$ cat config.mk
export PLATFORM = sky130hd
export DESIGN_NAME = hmmm_mem_responder_flat
export DESIGN_NICKNAME = d
export VERILOG_FILES = /design/src/rtl/hmmm_mem_responder_if.sv /design/src/rtl/hmmm_mem_responder.sv /design/src/flat_wrapper.sv
export SDC_FILE = /design/constraint.sdc
export NUM_CORES = 2
export LEC_CHECK = 0
export CAP_MARGIN = 0
export CORE_MARGIN = 5
export CORE_UTILIZATION = 47
export DETAILED_ROUTE_END_ITERATION = 12
export SLEW_MARGIN = 20
export SYNTH_ARGS = -nofsm -noshare
export SYNTH_HDL_FRONTEND = slang
export SYNTH_MEMORY_MAX_BITS = 65536
export SYNTH_SLANG_ARGS = --single-unit
$ cat constraint.sdc
create_clock -name ph1 -period 10.08 [get_ports ph1]
set_input_delay 1.512 -clock ph1 [delete_from_list [all_inputs] [get_ports ph1]]
set_output_delay 1.512 -clock ph1 [all_outputs]
set_load 0.01 [all_outputs]
$ cat src/rtl/hmmm_mem_responder_if.sv
// Handshake and bus signals between the HMMM memory responder and its host/processor side.
interface hmmm_mem_responder_if #(
   parameter int ADDR_WIDTH = 8,
   parameter int DATA_WIDTH = 16
);
   logic                  load_start;
   logic [ADDR_WIDTH:0]   load_len;
   logic                  load_valid;
   logic [DATA_WIDTH-1:0] load_data;
   logic                  load_ready;
   logic                  cpu_reset;
   logic [ADDR_WIDTH-1:0] bus_adr;
   logic                  bus_memwrite;
   logic [DATA_WIDTH-1:0] bus_wdata;
   logic [DATA_WIDTH-1:0] bus_rdata;
   logic                  bus_oe;
   logic                  snoop_valid;
   logic                  snoop_ready;
   logic [ADDR_WIDTH-1:0] snoop_adr;
   logic [DATA_WIDTH-1:0] snoop_data;
   logic                  snoop_ovf;
   logic                  prot_err;

   modport master (
      output load_start, load_len, load_valid, load_data,
      output bus_adr, bus_memwrite, bus_wdata, snoop_ready,
      input  load_ready, cpu_reset, bus_rdata, bus_oe,
      input  snoop_valid, snoop_adr, snoop_data, snoop_ovf, prot_err
   );

   modport slave (
      input  load_start, load_len, load_valid, load_data,
      input  bus_adr, bus_memwrite, bus_wdata, snoop_ready,
      output load_ready, cpu_reset, bus_rdata, bus_oe,
      output snoop_valid, snoop_adr, snoop_data, snoop_ovf, prot_err
   );
endinterface

$ cat src/rtl/hmmm_mem_responder.sv
// HMMM bus memory responder: program-load port, async-read word array and store-snoop FIFO.
// Optional low-address write protection is enabled by defining HMMM_RESPONDER_WRITE_PROTECT_EN.
module hmmm_mem_responder #(
   parameter int ADDR_WIDTH     = 8,
   parameter int DATA_WIDTH     = 16,
   parameter int FIFO_DEPTH     = 4,
   parameter int RELEASE_CYCLES = 2,
   parameter int PROTECT_TOP    = 31
) (
   input logic                 ph1,
   input logic                 reset,
   hmmm_mem_responder_if.slave bus
);
   localparam int DEPTH = 1 << ADDR_WIDTH;
   localparam int FAW   = $clog2(FIFO_DEPTH);
   localparam int RW    = $clog2(RELEASE_CYCLES + 1);
   localparam logic [ADDR_WIDTH:0]   LEN_MAX    = {1'b1, {ADDR_WIDTH{1'b0}}};
   localparam logic [RW-1:0]         REL_LAST   = RW'(RELEASE_CYCLES - 1);
   localparam logic [ADDR_WIDTH-1:0] PROT_TOP_A = ADDR_WIDTH'(PROTECT_TOP);
`ifdef HMMM_RESPONDER_WRITE_PROTECT_EN
   localparam bit PROT_EN = 1'b1;
`else
   localparam bit PROT_EN = 1'b0;
`endif

   typedef enum logic [1:0] {IDLE, LOAD, RELEASE, RUN} state_t;

   state_t                state, state_n;
   logic [ADDR_WIDTH:0]   ptr, ptr_n, len_q, len_n, len_c;
   logic [RW-1:0]         rel_cnt, rel_cnt_n;
   logic                  load_we, cpu_rst_q;
   logic [DATA_WIDTH-1:0] mem [DEPTH];

   logic [FAW:0]          wr_ptr, rd_ptr;
   logic [ADDR_WIDTH-1:0] fifo_adr  [FIFO_DEPTH];
   logic [DATA_WIDTH-1:0] fifo_data [FIFO_DEPTH];
   logic                  fifo_full, fifo_empty, push, pop, cpu_write, prot_hit;
   logic                  ovf_q, prot_q;

   // Oversized lengths fill the whole array exactly once; the pointer never wraps.
   assign len_c = (bus.load_len > LEN_MAX) ? LEN_MAX : bus.load_len;

   always_comb begin
      state_n   = state;
      ptr_n     = ptr;
      len_n     = len_q;
      rel_cnt_n = rel_cnt;
      load_we   = 1'b0;
      if (bus.load_start) begin
         ptr_n     = '0;
         rel_cnt_n = '0;
         len_n     = len_c;
         state_n   = (len_c == '0) ? RELEASE : LOAD;
      end else begin
         unique case (state)
            LOAD: begin
               if (bus.load_valid) begin
                  load_we = 1'b1;
                  ptr_n   = ptr + 1'b1;
                  if (ptr == len_q - 1'b1) begin
                     state_n   = RELEASE;
                     rel_cnt_n = '0;
                  end
               end
            end
            RELEASE: begin
               if (rel_cnt == REL_LAST) state_n = RUN;
               else                     rel_cnt_n = rel_cnt + 1'b1;
            end
            default: ;
         endcase
      end
   end

   always_ff @(posedge ph1) begin
      if (reset) begin
         state     <= IDLE;
         ptr       <= '0;
         len_q     <= '0;
         rel_cnt   <= '0;
         cpu_rst_q <= 1'b1;
      end else begin
         state     <= state_n;
         ptr       <= ptr_n;
         len_q     <= len_n;
         rel_cnt   <= rel_cnt_n;
         cpu_rst_q <= (state_n != RUN);
      end
   end

   assign cpu_write = (state == RUN) && bus.bus_memwrite;
   assign prot_hit  = PROT_EN && (bus.bus_adr <= PROT_TOP_A);
   assign push      = cpu_write && !prot_hit;
   assign pop       = !fifo_empty && bus.snoop_ready;

   // Host load and processor store are exclusive by state, so one write port suffices.
   always_ff @(posedge ph1) begin
      if (!reset) begin
         if (load_we)   mem[ptr[ADDR_WIDTH-1:0]] <= bus.load_data;
         else if (push) mem[bus.bus_adr]         <= bus.bus_wdata;
      end
   end

   assign fifo_empty = (wr_ptr == rd_ptr);
   assign fifo_full  = (wr_ptr[FAW] != rd_ptr[FAW]) &&
                       (wr_ptr[FAW-1:0] == rd_ptr[FAW-1:0]);

   always_ff @(posedge ph1) begin
      if (reset) begin
         wr_ptr <= '0;
         rd_ptr <= '0;
         ovf_q  <= 1'b0;
         prot_q <= 1'b0;
      end else begin
         if (pop) rd_ptr <= rd_ptr + 1'b1;
         if (push) begin
            if (fifo_full && !pop) ovf_q  <= 1'b1;
            else                   wr_ptr <= wr_ptr + 1'b1;
         end
         if (cpu_write && prot_hit) prot_q <= 1'b1;
      end
   end

   // A pop frees the head slot in the same cycle, so a push while full still lands.
   always_ff @(posedge ph1) begin
      if (push && (!fifo_full || pop)) begin
         fifo_adr[wr_ptr[FAW-1:0]]  <= bus.bus_adr;
         fifo_data[wr_ptr[FAW-1:0]] <= bus.bus_wdata;
      end
   end

   assign bus.load_ready  = (state == LOAD);
   assign bus.cpu_reset   = cpu_rst_q;
   assign bus.bus_rdata   = mem[bus.bus_adr];
   assign bus.bus_oe      = (state == RUN) && !bus.bus_memwrite;
   assign bus.snoop_valid = !fifo_empty;
   assign bus.snoop_adr   = fifo_adr[rd_ptr[FAW-1:0]];
   assign bus.snoop_data  = fifo_data[rd_ptr[FAW-1:0]];
   assign bus.snoop_ovf   = ovf_q;
   assign bus.prot_err    = prot_q;
endmodule
$ cat src/flat_wrapper.sv
// flat-port wrapper written by rule: the top's interface ports become plain ports
module hmmm_mem_responder_flat 
#(
   parameter int ADDR_WIDTH     = 8,
   parameter int DATA_WIDTH     = 16,
   parameter int FIFO_DEPTH     = 4,
   parameter int RELEASE_CYCLES = 2,
   parameter int PROTECT_TOP    = 31
)
  (ph1, reset, bus_load_start, bus_load_len, bus_load_valid, bus_load_data, bus_bus_adr, bus_bus_memwrite, bus_bus_wdata, bus_snoop_ready, bus_load_ready, bus_cpu_reset, bus_bus_rdata, bus_bus_oe, bus_snoop_valid, bus_snoop_adr, bus_snoop_data, bus_snoop_ovf, bus_prot_err);
  hmmm_mem_responder_if #(.ADDR_WIDTH(ADDR_WIDTH), .DATA_WIDTH(DATA_WIDTH)) bus_i ();
  input logic ph1;
  input logic reset;
  input wire logic [$bits(bus_i.load_start)-1:0] bus_load_start;
  input wire logic [$bits(bus_i.load_len)-1:0] bus_load_len;
  input wire logic [$bits(bus_i.load_valid)-1:0] bus_load_valid;
  input wire logic [$bits(bus_i.load_data)-1:0] bus_load_data;
  input wire logic [$bits(bus_i.bus_adr)-1:0] bus_bus_adr;
  input wire logic [$bits(bus_i.bus_memwrite)-1:0] bus_bus_memwrite;
  input wire logic [$bits(bus_i.bus_wdata)-1:0] bus_bus_wdata;
  input wire logic [$bits(bus_i.snoop_ready)-1:0] bus_snoop_ready;
  output wire logic [$bits(bus_i.load_ready)-1:0] bus_load_ready;
  output wire logic [$bits(bus_i.cpu_reset)-1:0] bus_cpu_reset;
  output wire logic [$bits(bus_i.bus_rdata)-1:0] bus_bus_rdata;
  output wire logic [$bits(bus_i.bus_oe)-1:0] bus_bus_oe;
  output wire logic [$bits(bus_i.snoop_valid)-1:0] bus_snoop_valid;
  output wire logic [$bits(bus_i.snoop_adr)-1:0] bus_snoop_adr;
  output wire logic [$bits(bus_i.snoop_data)-1:0] bus_snoop_data;
  output wire logic [$bits(bus_i.snoop_ovf)-1:0] bus_snoop_ovf;
  output wire logic [$bits(bus_i.prot_err)-1:0] bus_prot_err;
  assign bus_i.load_start = bus_load_start;
  assign bus_i.load_len = bus_load_len;
  assign bus_i.load_valid = bus_load_valid;
  assign bus_i.load_data = bus_load_data;
  assign bus_i.bus_adr = bus_bus_adr;
  assign bus_i.bus_memwrite = bus_bus_memwrite;
  assign bus_i.bus_wdata = bus_bus_wdata;
  assign bus_i.snoop_ready = bus_snoop_ready;
  assign bus_load_ready = bus_i.load_ready;
  assign bus_cpu_reset = bus_i.cpu_reset;
  assign bus_bus_rdata = bus_i.bus_rdata;
  assign bus_bus_oe = bus_i.bus_oe;
  assign bus_snoop_valid = bus_i.snoop_valid;
  assign bus_snoop_adr = bus_i.snoop_adr;
  assign bus_snoop_data = bus_i.snoop_data;
  assign bus_snoop_ovf = bus_i.snoop_ovf;
  assign bus_prot_err = bus_i.prot_err;
  hmmm_mem_responder #(.ADDR_WIDTH(ADDR_WIDTH), .DATA_WIDTH(DATA_WIDTH), .FIFO_DEPTH(FIFO_DEPTH), .RELEASE_CYCLES(RELEASE_CYCLES), .PROTECT_TOP(PROTECT_TOP)) u_core (.ph1(ph1), .reset(reset), .bus(bus_i));
endmodule
Word level (Yosys, flattened, before mapping)
Memory sizes are Yosys's and may differ from the RTL's. A register that Yosys moved wholly into a read port is not among the register bits.
Index checks and enable logic that the tools add are counted.
{"block": "op_classes", "add_sub_neg": 5, "order_cmp": 1, "eq_ne": 12, "mux": 30, "n_bitwise": 1, "n_reduce_logical": 19}
{"cell": "2-bit two-way mux", "count": 12}
{"cell": "16-bit two-way mux", "count": 1}
{"cell": "16-bit OR reduction", "count": 1}
{"cell": "1-bit two-way mux", "count": 13}
{"cell": "9-bit by 1-bit adder with 9-bit output, second input constant", "count": 1}
{"cell": "9-bit == test", "count": 1}
{"cell": "9-bit > comparator, second input constant", "count": 1}
{"cell": "9-bit zero test", "count": 1}
{"cell": "9-bit two-way mux", "count": 1}
{"cell": "9-bit by 1-bit subtractor with 9-bit output, second input constant", "count": 1}
{"cell": "8-bit two-way mux", "count": 1}
{"cell": "2-bit one-hot mux with 2 select lines", "count": 2}
{"cell": "3-bit by 1-bit adder with 3-bit output, second input constant", "count": 2}
{"cell": "1-bit logical AND", "count": 6}
{"cell": "2-bit != test, second input constant", "count": 3}
{"cell": "2-bit AND reduction", "count": 3}
{"cell": "2-bit by 1-bit == test with 1-bit output, second input constant", "count": 2}
{"cell": "2-bit == test, second input constant", "count": 2}
{"cell": "1-bit zero test", "count": 4}
{"cell": "4-bit AND reduction", "count": 1}
{"cell": "3-bit == test", "count": 1}
{"cell": "2-bit by 1-bit adder with 2-bit output, second input constant", "count": 1}
{"cell": "2-bit == test", "count": 1}
{"cell": "2-bit by 1-bit != test with 1-bit output, second input constant", "count": 1}
{"cell": "5 further kinds", "count": 5}
{"block": "totals", "reg_bits": 30, "ram_bits": 4192, "input_bits": 55, "elab_cells": 79, "n_memories": 3}
{"name": "u_core.mem", "words": 256, "width": 16, "read_ports": 1, "rd_clocked_by_memory_dff": 0, "wr": 1, "line_no": "hmmm_mem_responder.sv:32", "rtl": "logic [DATA_WIDTH-1:0] mem [DEPTH];"}
{"name": "u_core.fifo_data", "words": 4, "width": 16, "read_ports": 1, "rd_clocked_by_memory_dff": 1, "wr": 1, "line_no": "hmmm_mem_responder.sv:36", "rtl": "logic [DATA_WIDTH-1:0] fifo_data [FIFO_DEPTH];"}
{"name": "u_core.fifo_adr", "words": 4, "width": 8, "read_ports": 1, "rd_clocked_by_memory_dff": 1, "wr": 1, "line_no": "hmmm_mem_responder.sv:35", "rtl": "logic [ADDR_WIDTH-1:0] fifo_adr [FIFO_DEPTH];"}

Depth between registers and ports, before layout
{"block": "depth", "depth_word": 8, "ltp_mapped": 14, "depth_no_buf": 9}

Worst setup path after synthesis
Ideal clock, no wire load.
{"block": "synth_path", "path_type": "input to register", "from": "input port bus_load_start", "to": "memory u_core.mem[0][10] (data pin)", "setup_time_ns": 0.823, "arrival_ns": 5.849, "required_ns": 9.257, "slack_ns": 3.408, "stages": 8, "cell_sequence": "clkbuf_1 -> nor2_1 -> or3_1 -> clkbuf_1 -> clkbuf_1 -> buf_1 -> nand2_1 -> nand2_1"}
{"block": "synth_via", "elab_chain_cells": 6}
{"item": "start, declared", "line_no": "flat_wrapper.sv:14", "rtl": "input wire logic [$bits(bus_i.load_start)-1:0] bus_load_start;"}
{"item": "1-bit two-way mux", "line_no": "hmmm_mem_responder.sv:49", "rtl": "if (bus.load_start) begin"}
{"item": "1-bit two-way mux", "line_no": "hmmm_mem_responder.sv:99", "rtl": "if (load_we) mem[ptr[ADDR_WIDTH-1:0]] <= bus.load_data;"}
{"item": "1-bit two-way mux", "line_no": "hmmm_mem_responder.sv:98", "rtl": "if (!reset) begin"}
{"item": "1-bit two-way mux (implied by the code)", "line_no": "hmmm_mem_responder.sv:100", "rtl": "else if (push) mem[bus.bus_adr] <= bus.bus_wdata;"}
{"item": "16-bit OR reduction (no line)"}
{"item": "16-bit two-way mux (no line)"}
{"item": "end, declared", "line_no": "hmmm_mem_responder.sv:32"}
No other way between the ends.

Final worst setup path
{"block": "layout_path", "from": "input port bus_bus_adr[0]", "to": "output port bus_bus_rdata[8]"}
{"block": "layout_via", "elab_chain_cells": 1}
{"item": "start, declared", "line_no": "flat_wrapper.sv:18", "rtl": "input wire logic [$bits(bus_i.bus_adr)-1:0] bus_bus_adr;"}
{"item": "memory read 256 x 16 bit"}
{"item": "end, declared", "line_no": "flat_wrapper.sv:24", "rtl": "output wire logic [$bits(bus_i.bus_rdata)-1:0] bus_bus_rdata;"}
No other way between the ends.

==> run_results.csv <==
group,metric,value,unit
status,status,"complete, no violations",
power,power,36.6,mW
sta,slew_violations,0,
global_routing,grt_pass1_vias,82621,
global_routing,antenna_found_initial,36,
yosys,synth_ff_type,"edfxtp_1",
clock_tree,hold_buffers,0,
power,p_seq_frac,0.528,
die,ios,101,
clock_tree,clk_latency,0.98,ns
sta,relSlewSlack,0.177,
routing,num_vias,84965,
sta,fin_ws,1.15,ns
yosys,syn_nets,8063,
worst_hold_path,hold_path.class,"flip-flop to flip-flop",
clock_tree,ctsHtreeMaxLevel,5,
job,maxCapViolCount,0,
power,p_comb_frac,0.050,
worst_setup_path,crit_type,"primary input to primary output",
sta,holdWs,0.479,ns
layout,area_growth,12.9,%
placed_design,place_congestion,0.915,
yosys,netlist_area,0.165,sq mm
worst_setup_path,cp_num_buf_inv,5,
clock_tree,cts_setup_buffers,0,
global_routing,grt_overflow,0,
sta,finalSetupViolations,0,
die,start_util,0.472,
power,p_clk_frac,0.422,
worst_setup_path,slowest_stage,"nor4_1",
clock_tree,cts_buffers,426,
yosys,synthCells,7997,
yosys,synthArstFlopShare,0,
worst_setup_path,critical_path.max_fanout,104,
layout,drive_above_1_share,0.235,
sta,finalHoldViolCount,0,
worst_setup_path,worstPathCellList,"buf_16 > buf_12 > buf_4 > mux2i_1 > o221ai_1 > nor3_1 > or4_1 > nor4_2 > nand4_1 > nor4_1 > buf_4 > clkdlybuf4s50_1",
sta,tightest_slew,1.23,ns
global_routing,grt_usage,0.262,
sta,period_share,0.886,
worst_setup_path,crit_required,8.57,ns
worst_setup_path,cp-start-kind,"primary input",
die,die_area,0.363,sq mm
power,powerDensity,197,mW/mm^2
layout,nets,8547,
placed_design,dp_hpwl,298000,microns
power,p_sw_frac,0.215,
global_routing,grt_pass1_wl,672000,microns
sta,max_freq,0.112,GHz
routing,drt_iter0_markers,11565,
yosys,synth_edf_count,4192,
clock_tree,cts_tree,"yes",
yosys,seq_area_frac_synth,0.768,
clock_tree,cts.sinks,4224,
routing,drc,0,
placed_design,place_ws,1.02,ns
power,internal_power,28.7,mW
yosys,synth_seq_cells,4224,
global_routing,grt_max_degree,193,
clock_tree,root_buffer,"clkbuf_16",
sta,fin_crit,8.93,ns
placed_design,numPlacedInstances,12650,
yosys,syn_area_per_cell,20.6,sq um
worst_setup_path,crit_top_cell,"buf_4",
yosys,synth_cell_types,69,
routing,postRouteAntennaNets,0,
clock_tree,clkSlewWorstSetupHoldPaths,0.06,ns
sta,rsz0062_at_grt,"no",
routing,wire_per_inst,36.0,microns
worst_setup_path,endpoint_kind,"primary output",
clock_tree,post_cts_resize_count,0,
layout,final_cells,13448,
worst_setup_path,cp.arrival,7.42,ns
sta,finalSetupTns,0,ns
routing,routed_wl,483000,microns
routing,first_pass_iters,6,
die,die_y,602,microns
die,die_w,602,microns
power,peakVddDrop,0.000137,V
placed_design,io_buffers,99,
die,rows,217,
routing,vias_per_cell,6.32,
power,power.switching,7.86,mW
yosys,ys_warn_count,0,
worst_setup_path,path_delay_family,"simple AND/OR/NAND/NOR gates",
sta,clock_skew,0.0398,ns
clock_tree,clockBufferDepth,4,
die,coreArea,0.349,sq mm
worst_setup_path,crit_path_max_incr_delay,0.82,ns
power,p_leak,58.8,nW
## layout make-up
cell class | instances | area [sq um]
fill | 26876 | 163000
sequential | 4224 | 127000
multi-input combinational | 3283 | 35500
clock buffer | 521 | 11100
tap | 4599 | 5750
timing repair buffer | 534 | 4740
clock inverter | 258 | 2430
inverter | 12 | 47.5
antenna | 17 | 42.5
## power groups by stage
| stage | sequential [mW] | clock (mW) | combinational, mW |
|---|---|---|---|
| after floorplan | 19.8 | 0 | 1.03 |
| after global placement | 19.7 | 0 | 1.81 |
| after detailed placement | 19.7 | 0 | 1.84 |
| after CTS | 19.3 | 15.7 | 1.84 |
| after global routing | 19.3 | 16.4 | 1.90 |
| final | 19.3 | 15.4 | 1.84 |
## cells in the mapped netlist (33+ instances only)
| library cell | instances | share of area |
|---|---|---|
| buf_1 | 34 | 0.00077 |
| mux2_2 | 152 | 0.010 |
| buf_6 | 66 | 0.0045 |
| nand4_1 | 61 | 0.0023 |
| nand2_1 | 165 | 0.0038 |
| nor2_1 | 485 | 0.011 |
| buf_2 | 103 | 0.0031 |
| buf_4 | 43 | 0.0020 |
| edfxtp_1 | 4192 | 0.76 |
| a22oi_1 | 94 | 0.0043 |
| o21ai_0 | 66 | 0.0020 |
| nand3_1 | 33 | 0.0010 |
| a221oi_1 | 53 | 0.0028 |
| nor3_1 | 119 | 0.0036 |
| a21oi_1 | 120 | 0.0036 |
| clkbuf_1 | 191 | 0.0044 |
| o221ai_1 | 119 | 0.0063 |
| mux4_2 | 780 | 0.11 |
| nand2b_1 | 34 | 0.0013 |
| mux2i_1 | 516 | 0.031 |
| o22ai_1 | 141 | 0.0054 |
## cell usage in the layout, fill, tap and decap left out, types with 93 or more instances in the layout
cell             instances
mux4_2                 780
clkinv_1                98
o22ai_1                141
mux2i_1                516
edfxtp_1              4192
o221ai_1               119
clkdlybuf4s50_1         93
clkbuf_16              431
nand2_1                133
a22oi_1                 94
buf_4                  397
mux2_2                 152
nor3_1                 113
nor2_1                 455
a21oi_1                120
## flip-flops by register name, indices dropped and copies added, names as in the netlist, named ones only
register,cells
u_core.mem,4096
u_core.fifo_data,64
u_core.fifo_adr,32
u_core.len_q,9
u_core.ptr,9
u_core.rd_ptr,3
u_core.wr_ptr,3
u_core.rel_cnt,2
u_core.state,2
u_core.bus.cpu_reset,1
u_core.bus.snoop_ovf,1
## per-layer routing
| layer | share of wire | vias up | track usage |
|---|---|---|---|
| met3 | 0.088 | 595 | 0.0475 |
| met2 | 0.45 | 4208 | 0.393 |
| met4 | 0.029 | 8 | 0.0699 |
| li1 | - | 34363 | - |
| met5 | 0.00012 | - | 0 |
| met1 | 0.43 | 45791 | 0.400 |
## stage by stage
stage,util,cell area (sq um)
final,0.533,186000
after global routing,0.533,186000
after CTS,0.532,186000
after detailed placement,0.494,172000
after global placement,0.493,172000
after floorplan,-,165000
## worst paths after layout
path	startpoint	endpoint	slack (ns)	depth (start not counted)
setup / recovery	bus_bus_adr[0]	bus_bus_rdata[8]	1.15	12
hold / removal	u_core.bus.snoop_ovf$_SDFFE_PP0P_	u_core.bus.snoop_ovf$_SDFFE_PP0P_	0.48	2
setup reg to reg	u_core.state[1]$_SDFF_PP0_	u_core.mem[217][0]$_DFFE_PP_	4.39	11
hold reg to reg	u_core.bus.snoop_ovf$_SDFFE_PP0P_	u_core.bus.snoop_ovf$_SDFFE_PP0P_	0.48	2
## worst register-to-register path: stages (launching register included)
cell and delay, ns:
dfxtp_1 0.34, inv_1 0.08, ha_1 0.30, nand2_1 0.20, nor2_1 0.26, or3_1 0.65, buf_4 0.42, nand3b_1 0.23
o21ai_1 0.59, nand2_1 0.95, nor2_1 1.00, buf_4 0.35
## cells by family (layout without fill, tap and decap cells)
logic type                 after synthesis  count (layout)  synth area share
adders and majority gates               11              11          0.000835
other                                    1              18         0.0000228
xor gates and xnor gates                25              25           0.00133
and+or+nand+nor                       1021            1021            0.0283
buffers and inverters                  490            1325            0.0194
DFF                                   4224            4224             0.768
AOI/OAI and AO/OA                      777             777            0.0340
muxes                                 1448            1448             0.148
No activity file was read; power rests on OpenSTA's default activity.
